==> src/rtl/decoder_seq_n_if.sv <==
// -----------------------------------------------------------------------------
// decoder_seq_n_if
// Bundle of the control, select and decode signals of decoder_seq_n.
//   en        : global enable (0 forces outputs inactive)
//   mode      : 0 = direct decode, 1 = auto-scan
//   sel_valid : select request valid
//   sel       : index to decode (SEL_W bits)
//   sel_ready : select accepted when sel_valid && sel_ready
//   dwell     : cycles-minus-one each index is held while scanning
//   out       : registered one-hot (or all-zero) decode
//   out_valid : out holds a legal one-hot value
//   cur_idx   : index currently driven
//   scan_wrap : one-cycle pulse when the scan wraps back to index 0
//   err       : out-of-range select flag
// The decoder attaches through the slave modport; the driver of requests
// uses the master modport.
// -----------------------------------------------------------------------------
interface decoder_seq_n_if #(
   parameter int NUM_OUT = 4,
   parameter int DWELL_W = 4
);
   localparam int SEL_W = $clog2(NUM_OUT);

   logic               en;
   logic               mode;
   logic               sel_valid;
   logic [SEL_W-1:0]   sel;
   logic               sel_ready;
   logic [DWELL_W-1:0] dwell;
   logic [NUM_OUT-1:0] out;
   logic               out_valid;
   logic [SEL_W-1:0]   cur_idx;
   logic               scan_wrap;
   logic               err;

   modport slave (
      input  en, mode, sel_valid, sel, dwell,
      output sel_ready, out, out_valid, cur_idx, scan_wrap, err
   );

   modport master (
      output en, mode, sel_valid, sel, dwell,
      input  sel_ready, out, out_valid, cur_idx, scan_wrap, err
   );
endinterface

==> src/rtl/decoder_seq_n.sv <==
// -----------------------------------------------------------------------------
// decoder_seq_n
// Registered NUM_OUT-way one-hot decoder with a valid/ready select port,
// an out-of-range error flag and an auto-scan mode that walks every output
// for a programmable dwell time. Outputs are registered so they are
// glitch-free when used as chip-selects or row strobes.
//
// Ports:
//   clk    : rising-edge clock
//   rst_n  : synchronous active-low reset
//   dec_if : decoder_seq_n_if.slave (en, mode, sel_valid, sel, sel_ready,
//            dwell, out, out_valid, cur_idx, scan_wrap, err)
//
// Build option:
//   DECODER_SEQ_STICKY_ERR_EN - when defined, err stays set after an
//   out-of-range select until reset or a cycle with en=0; otherwise err is a
//   one-cycle pulse per out-of-range accept.
// -----------------------------------------------------------------------------
module decoder_seq_n #(
   parameter int NUM_OUT = 4,
   parameter int DWELL_W = 4
) (
   input logic             clk,
   input logic             rst_n,
   decoder_seq_n_if.slave  dec_if
);
   localparam int SEL_W = $clog2(NUM_OUT);
   localparam logic [SEL_W-1:0] LAST_IDX = SEL_W'(NUM_OUT - 1);

`ifdef DECODER_SEQ_STICKY_ERR_EN
   localparam bit STICKY_ERR = 1'b1;
`else
   localparam bit STICKY_ERR = 1'b0;
`endif

   typedef enum logic [1:0] {
      IDLE = 2'd0,
      HOLD = 2'd1,
      SCAN = 2'd2
   } state_t;

   state_t             state_q, state_d;
   logic [NUM_OUT-1:0] out_q, out_d;
   logic               out_valid_q, out_valid_d;
   logic [SEL_W-1:0]   cur_idx_q, cur_idx_d;
   logic               scan_wrap_q, scan_wrap_d;
   logic               err_q, err_d;
   logic [DWELL_W-1:0] cnt_q, cnt_d;
   logic [DWELL_W-1:0] dwell_q, dwell_d;

   // One extra bit so the range test stays meaningful when NUM_OUT is a
   // power of two (every sel value is then legal).
   logic [SEL_W:0] sel_ext;
   logic           sel_in_range;

   assign sel_ext      = {1'b0, dec_if.sel};
   assign sel_in_range = (sel_ext < (SEL_W+1)'(NUM_OUT));

   assign dec_if.sel_ready = dec_if.en && !dec_if.mode;

   // Next-state: en=0 dominates, then mode, then a direct select.
   always_comb begin
      state_d     = state_q;
      cur_idx_d   = cur_idx_q;
      out_valid_d = out_valid_q;
      cnt_d       = cnt_q;
      dwell_d     = dwell_q;
      scan_wrap_d = 1'b0;
      err_d       = STICKY_ERR ? err_q : 1'b0;

      if (!dec_if.en) begin
         state_d     = IDLE;
         out_valid_d = 1'b0;
         cnt_d       = '0;
         err_d       = 1'b0;
      end else if (dec_if.mode) begin
         if (state_q != SCAN) begin
            state_d     = SCAN;
            cur_idx_d   = '0;
            out_valid_d = 1'b1;
            cnt_d       = '0;
            dwell_d     = dec_if.dwell;
         end else if (cnt_q == dwell_q) begin
            // Index finished its dwell: move on and resample dwell so a
            // change takes effect at the start of the next index.
            cnt_d   = '0;
            dwell_d = dec_if.dwell;
            if (cur_idx_q == LAST_IDX) begin
               cur_idx_d   = '0;
               scan_wrap_d = 1'b1;
            end else begin
               cur_idx_d = cur_idx_q + 1'b1;
            end
         end else begin
            cnt_d = cnt_q + 1'b1;
         end
      end else begin
         cnt_d = '0;
         if (dec_if.sel_valid) begin
            if (sel_in_range) begin
               state_d     = HOLD;
               cur_idx_d   = dec_if.sel;
               out_valid_d = 1'b1;
            end else begin
               // Illegal index: blank outputs but keep the last cur_idx.
               state_d     = IDLE;
               out_valid_d = 1'b0;
               err_d       = 1'b1;
            end
         end else if (state_q == SCAN) begin
            state_d = HOLD;
         end
      end
   end

   // Decode from the next index and activity bit, so out can only ever be
   // one-hot or zero and out_valid always equals |out.
   generate
      for (genvar gi = 0; gi < NUM_OUT; gi++) begin : g_decode
         assign out_d[gi] = out_valid_d && (cur_idx_d == SEL_W'(gi));
      end
   endgenerate

   always_ff @(posedge clk) begin
      if (!rst_n) begin
         state_q     <= IDLE;
         out_q       <= '0;
         out_valid_q <= 1'b0;
         cur_idx_q   <= '0;
         scan_wrap_q <= 1'b0;
         err_q       <= 1'b0;
         cnt_q       <= '0;
         dwell_q     <= '0;
      end else begin
         state_q     <= state_d;
         out_q       <= out_d;
         out_valid_q <= out_valid_d;
         cur_idx_q   <= cur_idx_d;
         scan_wrap_q <= scan_wrap_d;
         err_q       <= err_d;
         cnt_q       <= cnt_d;
         dwell_q     <= dwell_d;
      end
   end

   assign dec_if.out       = out_q;
   assign dec_if.out_valid = out_valid_q;
   assign dec_if.cur_idx   = cur_idx_q;
   assign dec_if.scan_wrap = scan_wrap_q;
   assign dec_if.err       = err_q;
endmodule

==> src/flat_wrapper.sv <==
// flat-port wrapper written by rule: the top's interface ports become plain ports
module decoder_seq_n_flat 
#(
   parameter int NUM_OUT = 4,
   parameter int DWELL_W = 4
)
  (clk, rst_n, dec_if_en, dec_if_mode, dec_if_sel_valid, dec_if_sel, dec_if_dwell, dec_if_sel_ready, dec_if_out, dec_if_out_valid, dec_if_cur_idx, dec_if_scan_wrap, dec_if_err);
  decoder_seq_n_if #(.NUM_OUT(NUM_OUT), .DWELL_W(DWELL_W)) dec_if_i ();
  input logic clk;
  input logic rst_n;
  input wire logic [$bits(dec_if_i.en)-1:0] dec_if_en;
  input wire logic [$bits(dec_if_i.mode)-1:0] dec_if_mode;
  input wire logic [$bits(dec_if_i.sel_valid)-1:0] dec_if_sel_valid;
  input wire logic [$bits(dec_if_i.sel)-1:0] dec_if_sel;
  input wire logic [$bits(dec_if_i.dwell)-1:0] dec_if_dwell;
  output wire logic [$bits(dec_if_i.sel_ready)-1:0] dec_if_sel_ready;
  output wire logic [$bits(dec_if_i.out)-1:0] dec_if_out;
  output wire logic [$bits(dec_if_i.out_valid)-1:0] dec_if_out_valid;
  output wire logic [$bits(dec_if_i.cur_idx)-1:0] dec_if_cur_idx;
  output wire logic [$bits(dec_if_i.scan_wrap)-1:0] dec_if_scan_wrap;
  output wire logic [$bits(dec_if_i.err)-1:0] dec_if_err;
  assign dec_if_i.en = dec_if_en;
  assign dec_if_i.mode = dec_if_mode;
  assign dec_if_i.sel_valid = dec_if_sel_valid;
  assign dec_if_i.sel = dec_if_sel;
  assign dec_if_i.dwell = dec_if_dwell;
  assign dec_if_sel_ready = dec_if_i.sel_ready;
  assign dec_if_out = dec_if_i.out;
  assign dec_if_out_valid = dec_if_i.out_valid;
  assign dec_if_cur_idx = dec_if_i.cur_idx;
  assign dec_if_scan_wrap = dec_if_i.scan_wrap;
  assign dec_if_err = dec_if_i.err;
  decoder_seq_n #(.NUM_OUT(NUM_OUT), .DWELL_W(DWELL_W)) u_core (.clk(clk), .rst_n(rst_n), .dec_if(dec_if_i));
endmodule
==> config.mk <==
export PLATFORM = sky130hd
export DESIGN_NAME = decoder_seq_n_flat
export DESIGN_NICKNAME = d
export VERILOG_FILES = /design/src/rtl/decoder_seq_n_if.sv /design/src/rtl/decoder_seq_n.sv /design/src/flat_wrapper.sv
export SDC_FILE = /design/constraint.sdc
export NUM_CORES = 1
export LEC_CHECK = 0
export CORE_UTILIZATION = 45
export DETAILED_ROUTE_END_ITERATION = 7
export PLACE_DENSITY = 0.75
export SKIP_LAST_GASP = 1
export SYNTH_ARGS = -nofsm -noshare
export SYNTH_HDL_FRONTEND = slang
export SYNTH_SLANG_ARGS = --single-unit
export TNS_END_PERCENT = 1
==> constraint.sdc <==
create_clock -name clk -period 1.92 [get_ports clk]
set_clock_uncertainty 0.2 [all_clocks]
set_input_delay 0.576 -clock clk [delete_from_list [all_inputs] [get_ports clk]]
set_output_delay 0.576 -clock clk [all_outputs]
set_load 0.02 [all_outputs]
==> results of run 1 <==
-- how the worst max path moves through the flow --
| stage | from | endpoint | cells past startpoint | slack [ns] |
|---|---|---|---|---|
| 6_report | dec_if_mode | dec_if_sel_ready | 3 | -0.10 |
| 5_1_grt | u_core.dec_if.out_valid | dec_if_out_valid | 1 | -0.14 |
| 4_1_cts | dec_if_en | dec_if_sel_ready | 4 | -0.20 |
| 3_5_place_dp | dec_if_en | dec_if_sel_ready | 4 | -0.66 |
| 3_3_place_gp | dec_if_en | dec_if_sel_ready | 4 | -0.63 |
| 2_1_floorplan | dec_if_mode | dec_if_sel_ready | 2 | 0.11 |
-- layout make-up --
cell class / instances / area [sq um] / share of cell area
clock buffers: 4 / 36.3 / 0.0336
inverters: 5 / 18.8 / 0.0174
multi-input cells: 58 / 392 / 0.363
flip-flops and latches: 18 / 360 / 0.334
well taps: 16 / 20.0 / 0.0186
repair buffers: 27 / 251 / 0.233
-- placed cells by master (no fill, tap or decap), drive strengths merged, types with 2 or more instances in the layout --
cell and count:
dfxtp 18, clkdlybuf4s50 15, nor2 9, buf 9, mux2i 6, xor2 5, a21oi 5, inv 5
nor2b 4, clkbuf 4, nor3 3, nand3 3, nand2b 3, and2 3, and3 3, o21ai 3
ha 2, dlymetal6s2s 2
-- sequential cells by signal, indices dropped and copies added (netlist names) --
signal	flops
u_core.dec_if.out	4
u_core.dec_if.scan_wrap	1
u_core.state_q	2
u_core.dec_if.cur_idx	2
u_core.dwell_q	4
u_core.dec_if.out_valid	1
u_core.cnt_q	4
-- repair_timing --
action,CTS,global route
resized for setup,6,3
pin swaps,0,1
endpoints found under the setup margin,9,19
-- power by group through the flow --
stage / sequential [mW] / clock [mW] / combinational, mW
after floorplan: 0.406 / 0 / 0.0559
after global placement: 0.400 / 0 / 0.115
after detailed placement: 0.400 / 0 / 0.118
after CTS: 0.391 / 0.237 / 0.117
after global routing: 0.393 / 0.254 / 0.129
final: 0.391 / 0.230 / 0.116
-- cell families (layout without fill, tap and decap cells) --
group / count (synthesis) / in the layout / synth area share
other cells: 1 / 1 / 0.00480
simple gates: 31 / 31 / 0.227
xor+xnor: 6 / 6 / 0.0672
flops: 18 / 18 / 0.461
compound gates: 12 / 12 / 0.0928
mux: 6 / 6 / 0.0768
fa+ha+maj: 2 / 2 / 0.0320
buf+inv: 7 / 36 / 0.0384
-- per-layer routing --
layer / global-route usage / vias to the layer above
met4: 0.0750 / 0
met2: 0.304 / 18
li1: - / 339
met3: 0.0292 / 2
met1: 0.259 / 296
met5: 0 / -
-- worst reg2reg max path: stages, from the launching register on --
cell and delay, ns:
dfxtp_1 0.35, xor2_1 0.17, nor4_4 0.42, mux2i_1 0.30, o21ai_1 0.14, and3_1 0.18
==> run summary, run 1 <==
Switching power - 0.174 mW
Final Util - 0.692
Post-CTS Setup Bufs - 0
Met2 Routed Length - 692 um
Leakage - 0.498 nW
# Max-Cap Violations - 0
Post-synth EDFFs - 0
# diodes - 0
Area post-placement - 1040 sq um
Number of fill cells - 123
Worst vdd ir - 438 uV
Gr usage total - 0.191
Tmin final - 2.02 ns
CP bufs+invs - 2
CP endpoint kind - primary output
Non-Filler Instances - 128
Unrepaired setup endpoints after global routing - yes
Core area - 1560 sq um
# placed instances - 124
Max frequency - 494 MHz
I/O pins - 21
Syn Nets - 96
Final Max Slew Viols - 0
Hold depth - 1
Top sig layer - met4
Worst path cell trace - clkdlybuf4s50_1 -> nor2_1 -> buf_4
CTS clock-pin slew for the worst setup and hold paths - 0.09 ns
Status - complete, but fails checks
DR vias/cell - 5.12
Largest net degree at the start of global routing - 11
Most frequent cell after synthesis - dfxtp_1
Clock root buffer - clkbuf_4
CP max-delay cell - clkdlybuf4s50_1
Remaining DRCs - 3
Worst-Skew Late Latency - 0.29 ns
Yosys cell types - 26
Final setup viols - 7
Place WS - -0.657 ns
Most used DFF post-synth - dfxtp_1
ANT nets after route - 0
Num CTS Buffers - 3
Worst R2R Start - u_core.cnt_q[1]
RR Endpoint - u_core.dec_if.out[3]
Die W - 43.7 um
Worst Path Max Fanout - 2
Critical path's top delay family - buffers and inverters
CTS Hold Bufs - 0
Worst path max stage delay - 0.48 ns
Clk buf depth - 2
Hold WC Path Type - reg2reg
First-pass DRT Iterations - 6
Antenna violations before repair - 0
Async S/R FF share, synth - 0
CTS Sinks - 18
DRT iter0 DRCs - 13
Post-route cell area - 1080 sq um
Hold_ws - 0.286 ns
Hold EP - u_core.cnt_q[0]
Power Total - 0.737 mW
Grt ovf - 0
H-Tree Depth - 1
Final Hold Viols - 0
Final nets - 126
Synthesized area - 782 sq um
HPWL Detailed - 1.14 mm
Internal power - 0.563 mW
Power share of the sequential group - 0.531
Mapped Avg Cell Area - 9.42 sq um
Cell taking the most area after synthesis - dfxtp_1
Reg2reg setup slack - 0.06 ns
Die Y - 43.7 um
Sequential share of the synthesized area - 0.461
Post-synthesis instance total - 83
CTS tree - yes
Syn. warnings - 0
Critical path class - in2out
WL final - 1.45 mm
First-pass GRT wire length - 2.77 mm
Vias in the first global route - 622
Via count - 655
Die ar. - 1910 sq um
Tcrit/Tclk final - 1.05
Area Overhead vs Synth - 37.9%
Wire length on met3 - 74 um
Post-synth top cells - dfxtp_1 (18), nor2_1 (9), mux2i_1 (6)
Failing checks - DRC, setup timing
Synthesis-stage register bit count - 18
WL met1 - 676 um
Sw Ratio - 0.236
Setup tns final - -0.423 ns
CP Launch Type - input pin
Worst path required time - 1.14 ns
Std cell rows - 14
Comb pwr share - 0.158
Clk pwr share - 0.312
Min-delay src - u_core.cnt_q[0]
Synth top area share - 0.461
Average wire per standard cell - 11.3 um
Min setup slack post-route - -0.104 ns
WP data arrival - 1.25 ns
Leading post-synthesis cells by cell area - dfxtp_1 (46%), mux2i_1 (7.7%), xor2_1 (5.6%), nor2_1 (4.3%), a21oi_1 (3.2%)
Routability congestion estimate - 0.782
Share of layout cells above drive strength 1 - 0.143
Initial Util - 0.502
I/O Buffers - 19
Cell Pwr Density - 683 nW/um^2
Reg2reg path depth - 5
Power figures use the tool's default switching activity.
==> run 2: changes to the inputs <==
--- a/config.mk
+++ b/config.mk
@@ -5,9 +5,10 @@
 export SDC_FILE = /design/constraint.sdc
 export NUM_CORES = 1
 export LEC_CHECK = 0
-export CORE_UTILIZATION = 45
+export CORE_UTILIZATION = 48
+export CTS_BUF_LIST = sky130_fd_sc_hd__clkbuf_4
 export DETAILED_ROUTE_END_ITERATION = 7
-export PLACE_DENSITY = 0.75
+export PLACE_DENSITY = 0.79
 export SKIP_LAST_GASP = 1
 export SYNTH_ARGS = -nofsm -noshare
 export SYNTH_HDL_FRONTEND = slang
==> run 2 against run 1 <==
- highest routed layer unchanged
- combinational power about the same
- design area decreased by 0.58%
- critical path type unchanged
- maximum frequency decreased by 0.80%
- worst setup slack got worse by 0.016 ns
- largest cell class unchanged
- clock power decreased by 16%
- the run ends with setup timing left
==> run summary, run 2 (same netlist as run 1, synthesis figures left out) <==
Most frequent cells in the layout - dfxtp_1 (18), clkdlybuf4s50_1 (15), buf_4 (10)
# placed instances - 125 (+0.81%)
Gr usage total - 0.195 (+0.00382)
Final Util - 0.712 (+0.0200)
Final Hold Viols - 0 (unchanged)
WP data arrival - 1.26 ns (about the same)
CP Launch Point - dec_if_mode
Worst R2R Start - u_core.cnt_q[1]
Final nets - 127 (+0.79%)
Critical path class - in2out
WL final - 1.52 mm (+4.8%)
Failing checks - setup timing
First-pass GRT wire length - 2.62 mm (-5.7%)
Antenna violations before repair - 0 (unchanged)
Tcrit/Tclk final - 1.06 (+0.00849)
Worst vdd ir - 643 uV (+47%)
Worst Path Max Fanout - 2 (unchanged)
CTS clock-pin slew for the worst setup and hold paths - 0.10 ns (about the same)
Largest net degree at the start of global routing - 11 (unchanged)
Switching power - 0.178 mW (+2.6%)
CP Launch Type - input pin
CTS tree - yes
Non-Filler Instances - 129 (+0.78%)
CTS Hold Bufs - 0 (unchanged)
# Max-Cap Violations - 0 (unchanged)
Via count - 667 (+1.8%)
Unrepaired setup endpoints after global routing - yes
Final Max Slew Viols - 0 (unchanged)
Clk pwr share - 0.276 (-0.036)
Tmin final - 2.04 ns (+0.0163 ns)
Max frequency - 490 MHz (-0.80%)
Die ar. - 1790 sq um (-6.0%)
Setup tns final - -0.483 ns (-0.0607 ns)
Leakage - 0.488 nW (-1.9%)
Power share of the sequential group - 0.557 (+0.026)
I/O Buffers - 19 (unchanged)
Comb pwr share - 0.167 (+0.009)
Grt ovf - 0 (unchanged)
HPWL Detailed - 1.23 mm (+7.6%)
# diodes - 0 (unchanged)
Std cell rows - 14 (unchanged)
Average wire per standard cell - 11.8 um (+4.0%)
CP endpoint kind - primary output
Core area - 1510 sq um (-3.4%)
H-Tree Depth - 1 (unchanged)
Status - complete, but fails checks
DRT iter0 DRCs - 15 (+2)
Place WS - -0.682 ns (-0.0258 ns)
First-pass DRT Iterations - 4 (-2)
Area Overhead vs Synth - 37.1%
Min-delay src - u_core.cnt_q[0]
Cell Pwr Density - 655 nW/um^2 (-4.2%)
Worst-Skew Late Latency - 0.29 ns (about the same)
Internal power - 0.524 mW (-7.0%)
Num CTS Buffers - 3 (unchanged)
Most common cell after layout, fill and taps aside - dfxtp_1
Sw Ratio - 0.254 (+0.0182)
Initial Util - 0.519 (+0.0175)
Hold WC Path Type - reg2reg
Clock root buffer - clkbuf_4
Remaining DRCs - 0 (-3)
Min setup slack post-route - -0.120 ns (-0.0163 ns)
ANT nets after route - 0 (unchanged)
Routability congestion estimate - 0.824 (+5.4%)
Vias in the first global route - 650 (+4.5%)
Clk buf depth - 2 (unchanged)
Die Y - 42.4 um (-3.0%)
I/O pins - 21 (unchanged)
Worst path required time - 1.14 ns (about the same)
Share of layout cells above drive strength 1 - 0.133 (-0.0101)
CTS Sinks - 18 (unchanged)
Die W - 42.4 um (-3.0%)
Final setup viols - 7 (unchanged)
DR vias/cell - 5.17 (+1.0%)
run 2: cell count changes in the layout (fill, tap and decap cells not counted), sizes merged:
| cell | change |
|---|---|
| buf | +1 |
| clkbuf | -1 |
| clkinv | +1 |
| dlygate4sd2 | +1 |
| dlymetal6s2s | -1 |
run 2: area by class of cell:
| cell class | instances | area, sq um |
|---|---|---|
| Multi-Input combinational cell | 58 | 392 |
| Fill cell | 121 | 434 |
| Clock buffer | 3 | 22.5 |
| Sequential cell | 18 | 360 |
| Timing Repair Buffer | 28 | 255 |
| Tap cell | 16 | 20.0 |
| Inverter | 5 | 18.8 |
| Clock inverter | 1 | 3.75 |
run 2: path summary, 6_finish.rpt:
check	to	slack, ns	depth (start not counted)
hold reg to reg	u_core.cnt_q[0]	0.29	1
setup / recovery	dec_if_sel_ready	-0.12	3
setup reg to reg	u_core.dec_if.cur_idx[1]	0.08	5
hold / removal	u_core.cnt_q[0]	0.29	1
run 2: power by group through the flow:
stage | Sequential [mW] | Clock [mW] | Combinational (mW)
after floorplan | 0.406 | 0 | 0.0559
after global placement | 0.399 | 0 | 0.117
after detailed placement | 0.400 | 0 | 0.119
after CTS | 0.391 | 0.197 | 0.118
after global routing | 0.392 | 0.213 | 0.128
final | 0.391 | 0.194 | 0.117
run 2: timing repair:
action,in CTS,in global routing
setup endpoints to repair,9,19
resized for setup,7,1
buffers inserted,0,0
gates cloned,0,0
hold endpoints to repair,0,0
run 2: routing by layer:
layer  GRT usage  wire length (um)
met5           0                 0
met2       0.345               735
met1       0.221               711
met4      0.0750                40
met3      0.0517                34
run 2: stage by stage:
step           hold WS [ns]  instance area [sq um]  total power, mW
2_1_floorplan         0.240                    782            0.462
3_3_place_gp          0.257                   1050            0.516
3_5_place_dp          0.267                   1050            0.519
4_1_cts               0.293                   1070            0.706
5_1_grt               0.323                   1070            0.733
6_report              0.289                   1070            0.702
run 2: worst max-delay path, cell delays in order:
cell             delay (ns)
clkdlybuf4s50_1        0.42
nor2_1                 0.12
buf_4                  0.15
